===== config.mk =====
export PLATFORM = sky130hd
export DESIGN_NAME = alu_seq_flat
export DESIGN_NICKNAME = d
export VERILOG_FILES = /design/src/rtl/alu_seq_if.sv /design/src/rtl/alu_seq.sv /design/src/flat_wrapper.sv
export SDC_FILE = /design/constraint.sdc
export NUM_CORES = 1
export LEC_CHECK = 0
export BUFFER_PORTS_ARGS = -buffer_cell sky130_fd_sc_hd__clkbuf_2
export CAP_MARGIN = 0
export CORE_MARGIN = 2
export CORE_UTILIZATION = 62
export DETAILED_ROUTE_END_ITERATION = 8
export PLACE_DENSITY = 0.83
export SLEW_MARGIN = 20
export SYNTH_ARGS = -nofsm -noshare
export SYNTH_HDL_FRONTEND = slang
export SYNTH_SLANG_ARGS = --single-unit

===== constraint.sdc =====
create_clock -name clk -period 6.7 [get_ports clk]
set_input_delay 0.67 -clock clk [delete_from_list [all_inputs] [get_ports clk]]
set_output_delay 0.67 -clock clk [all_outputs]
set_load 0.02 [all_outputs]

===== src/rtl/alu_seq_if.sv =====
// Handshake and operand bus between the control unit and the multi-cycle ALU.
// The master launches operations; the slave (the ALU) returns the result and flags.
interface alu_seq_if #(
  parameter int WIDTH = 16
);
  logic             start;
  logic [4:0]       opsel;
  logic [WIDTH-1:0] srcA;
  logic [WIDTH-1:0] srcB;
  logic [3:0]       flags;
  logic             busy;
  logic             done;
  logic [WIDTH-1:0] res;
  logic [3:0]       flag_next;

  modport master (
    output start, opsel, srcA, srcB, flags,
    input  busy, done, res, flag_next
  );

  modport slave (
    input  start, opsel, srcA, srcB, flags,
    output busy, done, res, flag_next
  );
endinterface


===== src/rtl/alu_seq.sv =====
// Multi-cycle ALU: single-cycle arith/logic and 1-bit shifts, iterative N-bit shifts,
// with a registered result/flags and a start/busy/done handshake.
module alu_seq #(
  parameter int WIDTH = 16,
  parameter int CNTW  = $clog2(WIDTH)
) (
  input logic      clk,
  input logic      rst,
  alu_seq_if.slave bus
);

  localparam logic [1:0] S_IDLE  = 2'd0;
  localparam logic [1:0] S_SHIFT = 2'd1;
  localparam logic [1:0] S_DONE  = 2'd2;
  localparam logic [2:0] K_LSA   = 3'd3;

  logic [1:0]       r_state;
  logic [WIDTH-1:0] r_res;
  logic [3:0]       r_flag;
  logic [WIDTH-1:0] r_acc;
  logic [CNTW-1:0]  r_cnt;
  logic [2:0]       r_kind;
  logic             r_cf;
  logic             r_of;
  logic             r_sc;

  logic [WIDTH-1:0] w_res;
  logic [WIDTH:0]   w_ext;
  logic [WIDTH:0]   w_cin;
  logic             w_cf;
  logic             w_of;
  logic             w_sc;
  logic             w_rsvd;
  logic [3:0]       w_flags;
  logic [CNTW-1:0]  w_cnt;
  logic             w_iter;
  logic             w_accept;
  logic [WIDTH-1:0] w_st_acc;
  logic             w_st_cf;
  logic             w_st_sc;

  // Returns {sign_changed, carry_out, shifted_value} for one bit-step.
  function automatic logic [WIDTH+1:0] shift_step(input logic [2:0] kind,
                                                  input logic [WIDTH-1:0] a,
                                                  input logic cf);
    logic [WIDTH-1:0] r;
    logic             c;
    r = a;
    c = cf;
    case (kind)
      3'd0:    begin r = {1'b0, a[WIDTH-1:1]};      c = a[0];       end
      3'd1:    begin r = {a[WIDTH-2:0], 1'b0};      c = a[WIDTH-1]; end
      3'd2:    begin r = {a[WIDTH-1], a[WIDTH-1:1]}; c = a[0];       end
      3'd3:    begin r = {a[WIDTH-2:0], 1'b0};      c = a[WIDTH-1]; end
      3'd4:    begin r = {a[0], a[WIDTH-1:1]};      c = a[0];       end
      3'd5:    begin r = {a[WIDTH-2:0], a[WIDTH-1]}; c = a[WIDTH-1]; end
      3'd6:    begin r = {cf, a[WIDTH-1:1]};        c = a[0];       end
      default: begin r = {a[WIDTH-2:0], cf};        c = a[WIDTH-1]; end
    endcase
    return {r[WIDTH-1] ^ a[WIDTH-1], c, r};
  endfunction

  function automatic logic [3:0] pack_flags(input logic [WIDTH-1:0] r,
                                            input logic cf, input logic of);
    return {(r == '0), r[WIDTH-1], cf, of};
  endfunction

  assign w_cnt    = bus.srcB[CNTW-1:0];
  assign w_iter   = (bus.opsel[4:3] == 2'b11) && (w_cnt != '0);
  assign w_accept = bus.start && (r_state != S_SHIFT);
  assign w_cin    = {{WIDTH{1'b0}}, bus.flags[1]};

  always_comb begin
    w_res  = '0;
    w_ext  = '0;
    w_cf   = bus.flags[1];
    w_of   = bus.flags[0];
    w_sc   = 1'b0;
    w_rsvd = 1'b0;
    if (bus.opsel[4]) begin
      if (!bus.opsel[3]) begin
        {w_sc, w_cf, w_res} = shift_step(bus.opsel[2:0], bus.srcA, bus.flags[1]);
        if (bus.opsel[2:0] == K_LSA) w_of = w_sc;
      end else begin
        // Zero-count iterative shift: value passes through, no step means no sign change
        w_res = bus.srcA;
        if (bus.opsel[2:0] == K_LSA) w_of = 1'b0;
      end
    end else begin
      case (bus.opsel[3:0])
        4'd0: w_res = bus.srcB;
        4'd1, 4'd10: begin
          w_ext = {1'b0, bus.srcA} + {1'b0, bus.srcB} + ((bus.opsel[3]) ? w_cin : '0);
          w_res = w_ext[WIDTH-1:0];
          w_cf  = w_ext[WIDTH];
          w_of  = (bus.srcA[WIDTH-1] == bus.srcB[WIDTH-1]) && (w_res[WIDTH-1] != bus.srcA[WIDTH-1]);
        end
        4'd2, 4'd11: begin
          w_ext = {1'b0, bus.srcA} - {1'b0, bus.srcB} - ((bus.opsel[3]) ? w_cin : '0);
          w_res = w_ext[WIDTH-1:0];
          w_cf  = w_ext[WIDTH];
          w_of  = (bus.srcA[WIDTH-1] != bus.srcB[WIDTH-1]) && (w_res[WIDTH-1] != bus.srcA[WIDTH-1]);
        end
        4'd3: begin
          w_ext = {1'b0, bus.srcA} + {{WIDTH{1'b0}}, 1'b1};
          w_res = w_ext[WIDTH-1:0];
          w_cf  = w_ext[WIDTH];
          w_of  = !bus.srcA[WIDTH-1] && w_res[WIDTH-1];
        end
        4'd4: begin
          w_ext = {1'b0, bus.srcA} - {{WIDTH{1'b0}}, 1'b1};
          w_res = w_ext[WIDTH-1:0];
          w_cf  = w_ext[WIDTH];
          w_of  = bus.srcA[WIDTH-1] && !w_res[WIDTH-1];
        end
        4'd5: w_res = bus.srcA & bus.srcB;
        4'd6: w_res = bus.srcA | bus.srcB;
        4'd7: w_res = bus.srcA ^ bus.srcB;
        4'd8: w_res = ~bus.srcA;
        4'd9: begin
          w_ext = '0 - {1'b0, bus.srcA};
          w_res = w_ext[WIDTH-1:0];
          w_cf  = w_ext[WIDTH];
          w_of  = (bus.srcA == {1'b1, {(WIDTH-1){1'b0}}});
        end
        default: w_rsvd = 1'b1;
      endcase
    end
    w_flags = w_rsvd ? bus.flags : pack_flags(w_res, w_cf, w_of);
  end

  assign {w_st_sc, w_st_cf, w_st_acc} = shift_step(r_kind, r_acc, r_cf);

  // Control and result registers
  always_ff @(posedge clk) begin
    if (!rst) begin
      r_state <= S_IDLE;
      r_res   <= '0;
      r_flag  <= '0;
    end else begin
      case (r_state)
        S_SHIFT: begin
          r_acc <= w_st_acc;
          r_cf  <= w_st_cf;
          r_sc  <= r_sc | w_st_sc;
          r_cnt <= r_cnt - 1'b1;
          if (r_cnt == CNTW'(1)) begin
            r_res   <= w_st_acc;
            r_flag  <= pack_flags(w_st_acc, w_st_cf,
                                  (r_kind == K_LSA) ? (r_sc | w_st_sc) : r_of);
            r_state <= S_DONE;
          end
        end
        default: begin
          if (w_accept && w_iter) begin
            r_acc   <= bus.srcA;
            r_cnt   <= w_cnt;
            r_kind  <= bus.opsel[2:0];
            r_cf    <= bus.flags[1];
            r_of    <= bus.flags[0];
            r_sc    <= 1'b0;
            r_state <= S_SHIFT;
          end else if (w_accept) begin
            r_res   <= w_res;
            r_flag  <= w_flags;
            r_state <= S_DONE;
          end else begin
            r_state <= S_IDLE;
          end
        end
      endcase
    end
  end

  assign bus.busy      = (r_state == S_SHIFT);
  assign bus.done      = (r_state == S_DONE);
  assign bus.res       = r_res;
  assign bus.flag_next = r_flag;

endmodule


===== src/flat_wrapper.sv =====
// flat-port wrapper written by rule: the top's interface ports become plain ports
module alu_seq_flat 
#(
  parameter int WIDTH = 16,
  parameter int CNTW  = $clog2(WIDTH)
)
  (clk, rst, bus_start, bus_opsel, bus_srcA, bus_srcB, bus_flags, bus_busy, bus_done, bus_res, bus_flag_next);
  alu_seq_if #(.WIDTH(WIDTH)) bus_i ();
  input logic clk;
  input logic rst;
  input wire logic [$bits(bus_i.start)-1:0] bus_start;
  input wire logic [$bits(bus_i.opsel)-1:0] bus_opsel;
  input wire logic [$bits(bus_i.srcA)-1:0] bus_srcA;
  input wire logic [$bits(bus_i.srcB)-1:0] bus_srcB;
  input wire logic [$bits(bus_i.flags)-1:0] bus_flags;
  output wire logic [$bits(bus_i.busy)-1:0] bus_busy;
  output wire logic [$bits(bus_i.done)-1:0] bus_done;
  output wire logic [$bits(bus_i.res)-1:0] bus_res;
  output wire logic [$bits(bus_i.flag_next)-1:0] bus_flag_next;
  assign bus_i.start = bus_start;
  assign bus_i.opsel = bus_opsel;
  assign bus_i.srcA = bus_srcA;
  assign bus_i.srcB = bus_srcB;
  assign bus_i.flags = bus_flags;
  assign bus_busy = bus_i.busy;
  assign bus_done = bus_i.done;
  assign bus_res = bus_i.res;
  assign bus_flag_next = bus_i.flag_next;
  alu_seq #(.WIDTH(WIDTH), .CNTW(CNTW)) u_core (.clk(clk), .rst(rst), .bus(bus_i));
endmodule

==> metrics.md <==
| Metric | Value |
|---|---|
| Outcome | complete, no violations |
| Vias per cell | between 6 and 7 |
| Placer congestion estimate | roughly 1.1 |
| Register area share after synthesis | 0.172 |
| IO Port Bufs | 65 |
| VDD IR max | between 0.0002 and 0.00025 V |
| Worst R2R Setup Slack | between 3 and 4 ns |
| Worst R2R Path Depth | 10 |
| Setup TNS | 0 ns |
| Fillers | about 1000 |
| GRT Resource Usage Total | 0.380 |
| Worst setup EP type | register |
| Worst path slowest cell | fa_1 |
| Cell area after synthesis | 0.00710 mm2 |
| Crit-path max FO | 13 |
| Clock Power Share | 0.212 |
| Syn_area_per_cell | ~7.3 um2 |
| Vias in the first global route | 7150 |
| Worst EP required | 6.89 ns |
| Share of layout cells above drive strength 1 | 0.101 |
| RSZ-0062 raised after global routing | false |
| Hold_buf cts | 0 |
| # IOs | 66 |
| Cells along the critical path | clkbuf_2, inv_1, fa_1, inv_1, ha_1, o21ai_0, a211oi_1, a211oi_1, xnor2_1, a2111oi_0, o21ai_0, or4_1, or4_1, o41ai_2 |
| Grt ovf | 0 |
| CTS HTree Levels | 2 |
| Post-CTS Setup Repair Bufs | 0 |
| Area growth syn-to-layout | 5.76% |
| Clock Skew | about 0.0032 ns |
| Worst hold start | u_core.bus.res[5]$_SDFFE_PN0P_ |
| Final instance area | 0.00751 mm2 |
| Wirelength, routed | roughly 24 mm |
| Initial DRC Count | 1174 |
| Combinational power share | 0.483 |
| Largest net degree at the start of global routing | 46 |
| Net Sw Power | about 0.00045 W |
| CTS root buf | clkbuf_16 |
| CP startpoint | bus_srcA[0] |
| Number of synthesized flops with an enable pin | 26 |
| Final Critical Period | between 4 and 5 ns |
| Routed Antenna Nets | 0 |
| First-pass GRT wire length | ~38 mm |
| Seq pwr share | 0.305 |
| TritonCTS Sinks | 48 |
| LEAKAGE | 3.13 nW |
| CP Buf/Inv Count | 3 |
| Delay-heaviest family, CP | compound AO/OA/AOI/OAI gates |
| R2R Path Start | u_core.r_state[1]$_SDFFE_PN0P_ |
| CTS clk-pin slew, worst paths | approximately 0.06 ns |
| DRC violations left | 0 |
| Slew HR | 0.306 |
| Total core area | roughly 0.011 mm2 |
| DP Wirelength | roughly 18 mm |
| Die ar. | about 0.012 mm2 |
| Grt peak-use layer | met2 |
| Die X | about 110 um |
| Layout Nets | about 1100 |
| Hold crit path type | register to register |
| WHS Endpoint | u_core.bus.res[5]$_SDFFE_PN0P_ |
| Power density over cell area | 148 mW/mm2 |
| Post-Syn Instances | roughly 970 |
| GR Util met1 | 0.494 |
| Yosys warnings | 0 |
| Pint | about 0.00066 W |
| CP arrival | 4.99 ns |
| Post-synth ARST share | 0 |
| Fin crit share | 0.717 |
| Starting Density | 0.627 |
| GR Util met3 | 0.0760 |
| Critical path launch point type | primary input |
| Reg2reg end | u_core.bus.flag_next[3]$_SDFFE_PN0P_ |
| Final hold vios | 0 |
| CTS tree | done |
| Sw Share | 0.406 |
| FMAX | 0.208 GHz |
| Max-slew violations | 0 |
| Clk Latency, worst-skew pair | between 0.2 and 0.3 ns |
| Vias | 7758 |
| Num CTS Buffers | 5 |
| Initial antenna violation count | 0 |
| CTS Buffer Depth | 2 |
| Multi-input gate area | ~0.0053 mm2 |
| Cell Area, Placed | ~0.0074 mm2 |
| Max Cap Viol | 0 |
| Worst Max-Slew Pin Slew | 1.04 ns |
| Main synth FF type | edfxtp_1 |
| Setup violations, final | 0 |
| Per-cell routed wire length | roughly 21 um |
| Antenna Cells | 0 |
| Distinct cell type count after synthesis | between 70 and 80 |
| Hold path cells | 2 |
| Rows | 39 |
| Reg area | between 0.001 and 0.0015 mm2 |
| Number of synthesized register bits | 48 |
| Met2 Usage GRT | 0.593 |
| Crit path kind | primary input to register |
| Post-cts resize count | 0 |
| Syn Nets | 1084 |
| Max stage delay on crit path | about 0.64 ns |
| Die Y | ~110 um |
| TritonRoute pass-1 iters | 7 |
## sequential cells by signal, indices dropped and copies added (netlist names)
register and cells:
u_core.bus.flag_next 4, u_core.bus.res 16, u_core.r_acc 16, u_core.r_cf 1
u_core.r_cnt 4, u_core.r_kind 3, u_core.r_of 1, u_core.r_sc 1
u_core.r_state 2
## cell families (layout without fill, tap and decap cells)
| family | count (synthesis) | count (layout) | synth area share |
|---|---|---|---|
| multiplexers | 33 | 33 | 0.0467 |
| adder cells (fa/ha/maj) | 72 | 72 | 0.131 |
| XOR/XNOR | 43 | 43 | 0.0530 |
| flip-flops | 48 | 48 | 0.172 |
| AO/OA/AOI/OAI | 316 | 316 | 0.298 |
| AND/OR/NAND/NOR | 322 | 322 | 0.222 |
| buffers and inverters | 134 | 144 | 0.0772 |
## synth_stat cells (all sizes together) (29+ instances only)
library cell	count	area, um2
xnor2	31	272
o211ai	32	240
nand2	102	383
nor3	29	150
nand3	29	145
a21oi	75	375
mux2i	32	320
inv	59	221
clkbuf	47	176
nor2	72	270
ha	68	851
o21ai	62	310
## final cells by class
| cell class | instances | share of cell area |
|---|---|---|
| Clock buffer | 7 | 0.0177 |
| Clock inverter | 1 | 0.000500 |
| Inverter | 61 | 0.0305 |
| Multi-Input combinational cell | 786 | 0.712 |
| Sequential cell | 48 | 0.163 |
| Tap cell | 143 | 0.0238 |
| Timing Repair Buffer | 75 | 0.0533 |
## through the flow
stage,hold WS (ns),utilization,power (W),cells,setup WS (ns)
after floorplan,0.523,-,0.000716,968,1.50
after CTS,0.451,0.664,0.00109,1121,2.00
after global placement,0.437,0.652,0.000856,1113,1.87
after global routing,0.470,0.664,0.00116,1121,1.74
final,0.449,0.664,0.00111,1121,1.90
after detailed placement,0.445,0.652,0.000859,1113,1.71
## power groups by stage
stage / Combinational [W] / Clock, W / Sequential [W]
floorplan: 0.000362 / 0 / 0.000354
global placement: 0.000511 / 0 / 0.000344
detailed placement: 0.000515 / 0 / 0.000345
CTS: 0.000517 / 0.000236 / 0.000338
global route: 0.000576 / 0.000246 / 0.000340
finish: 0.000535 / 0.000235 / 0.000338
## placed cells by master, fill, tap and decap left out, drive strengths merged, types with 19 or more instances in the layout
| master | instances |
|---|---|
| a21o | 19 |
| a21oi | 75 |
| clkbuf | 72 |
| dfxtp | 22 |
| edfxtp | 26 |
| ha | 68 |
| inv | 59 |
| mux2i | 32 |
| nand2 | 102 |
| nand3 | 29 |
| nor2 | 72 |
| nor3 | 29 |
| o211ai | 32 |
| o21ai | 62 |
| xnor2 | 31 |
## how the worst max path moves through the flow
stage                                           end  cells past startpoint
3_5_place_dp   u_core.bus.flag_next[3]$_SDFFE_PN0P_                     14
3_3_place_gp   u_core.bus.flag_next[3]$_SDFFE_PN0P_                     14
2_1_floorplan  u_core.bus.flag_next[3]$_SDFFE_PN0P_                     18
4_1_cts        u_core.bus.flag_next[3]$_SDFFE_PN0P_                     14
5_1_grt        u_core.bus.flag_next[3]$_SDFFE_PN0P_                     14
6_report       u_core.bus.flag_next[3]$_SDFFE_PN0P_                     14
## metal layers
metal | up-vias | wire [um] | part of all wire
li1 | 3571 | - | -
met1 | 3486 | 9100 | 0.38
met2 | 560 | 10300 | 0.43
met3 | 141 | 3010 | 0.13
met4 | 0 | 1540 | 0.065
met5 | - | 0 | 0
## worst min-delay path, stage by stage (launching register included)
cell     delay [ns]
dfxtp_1        0.31
nand2_1        0.05
a21oi_1        0.05
(Power assumes the default switching activity.)
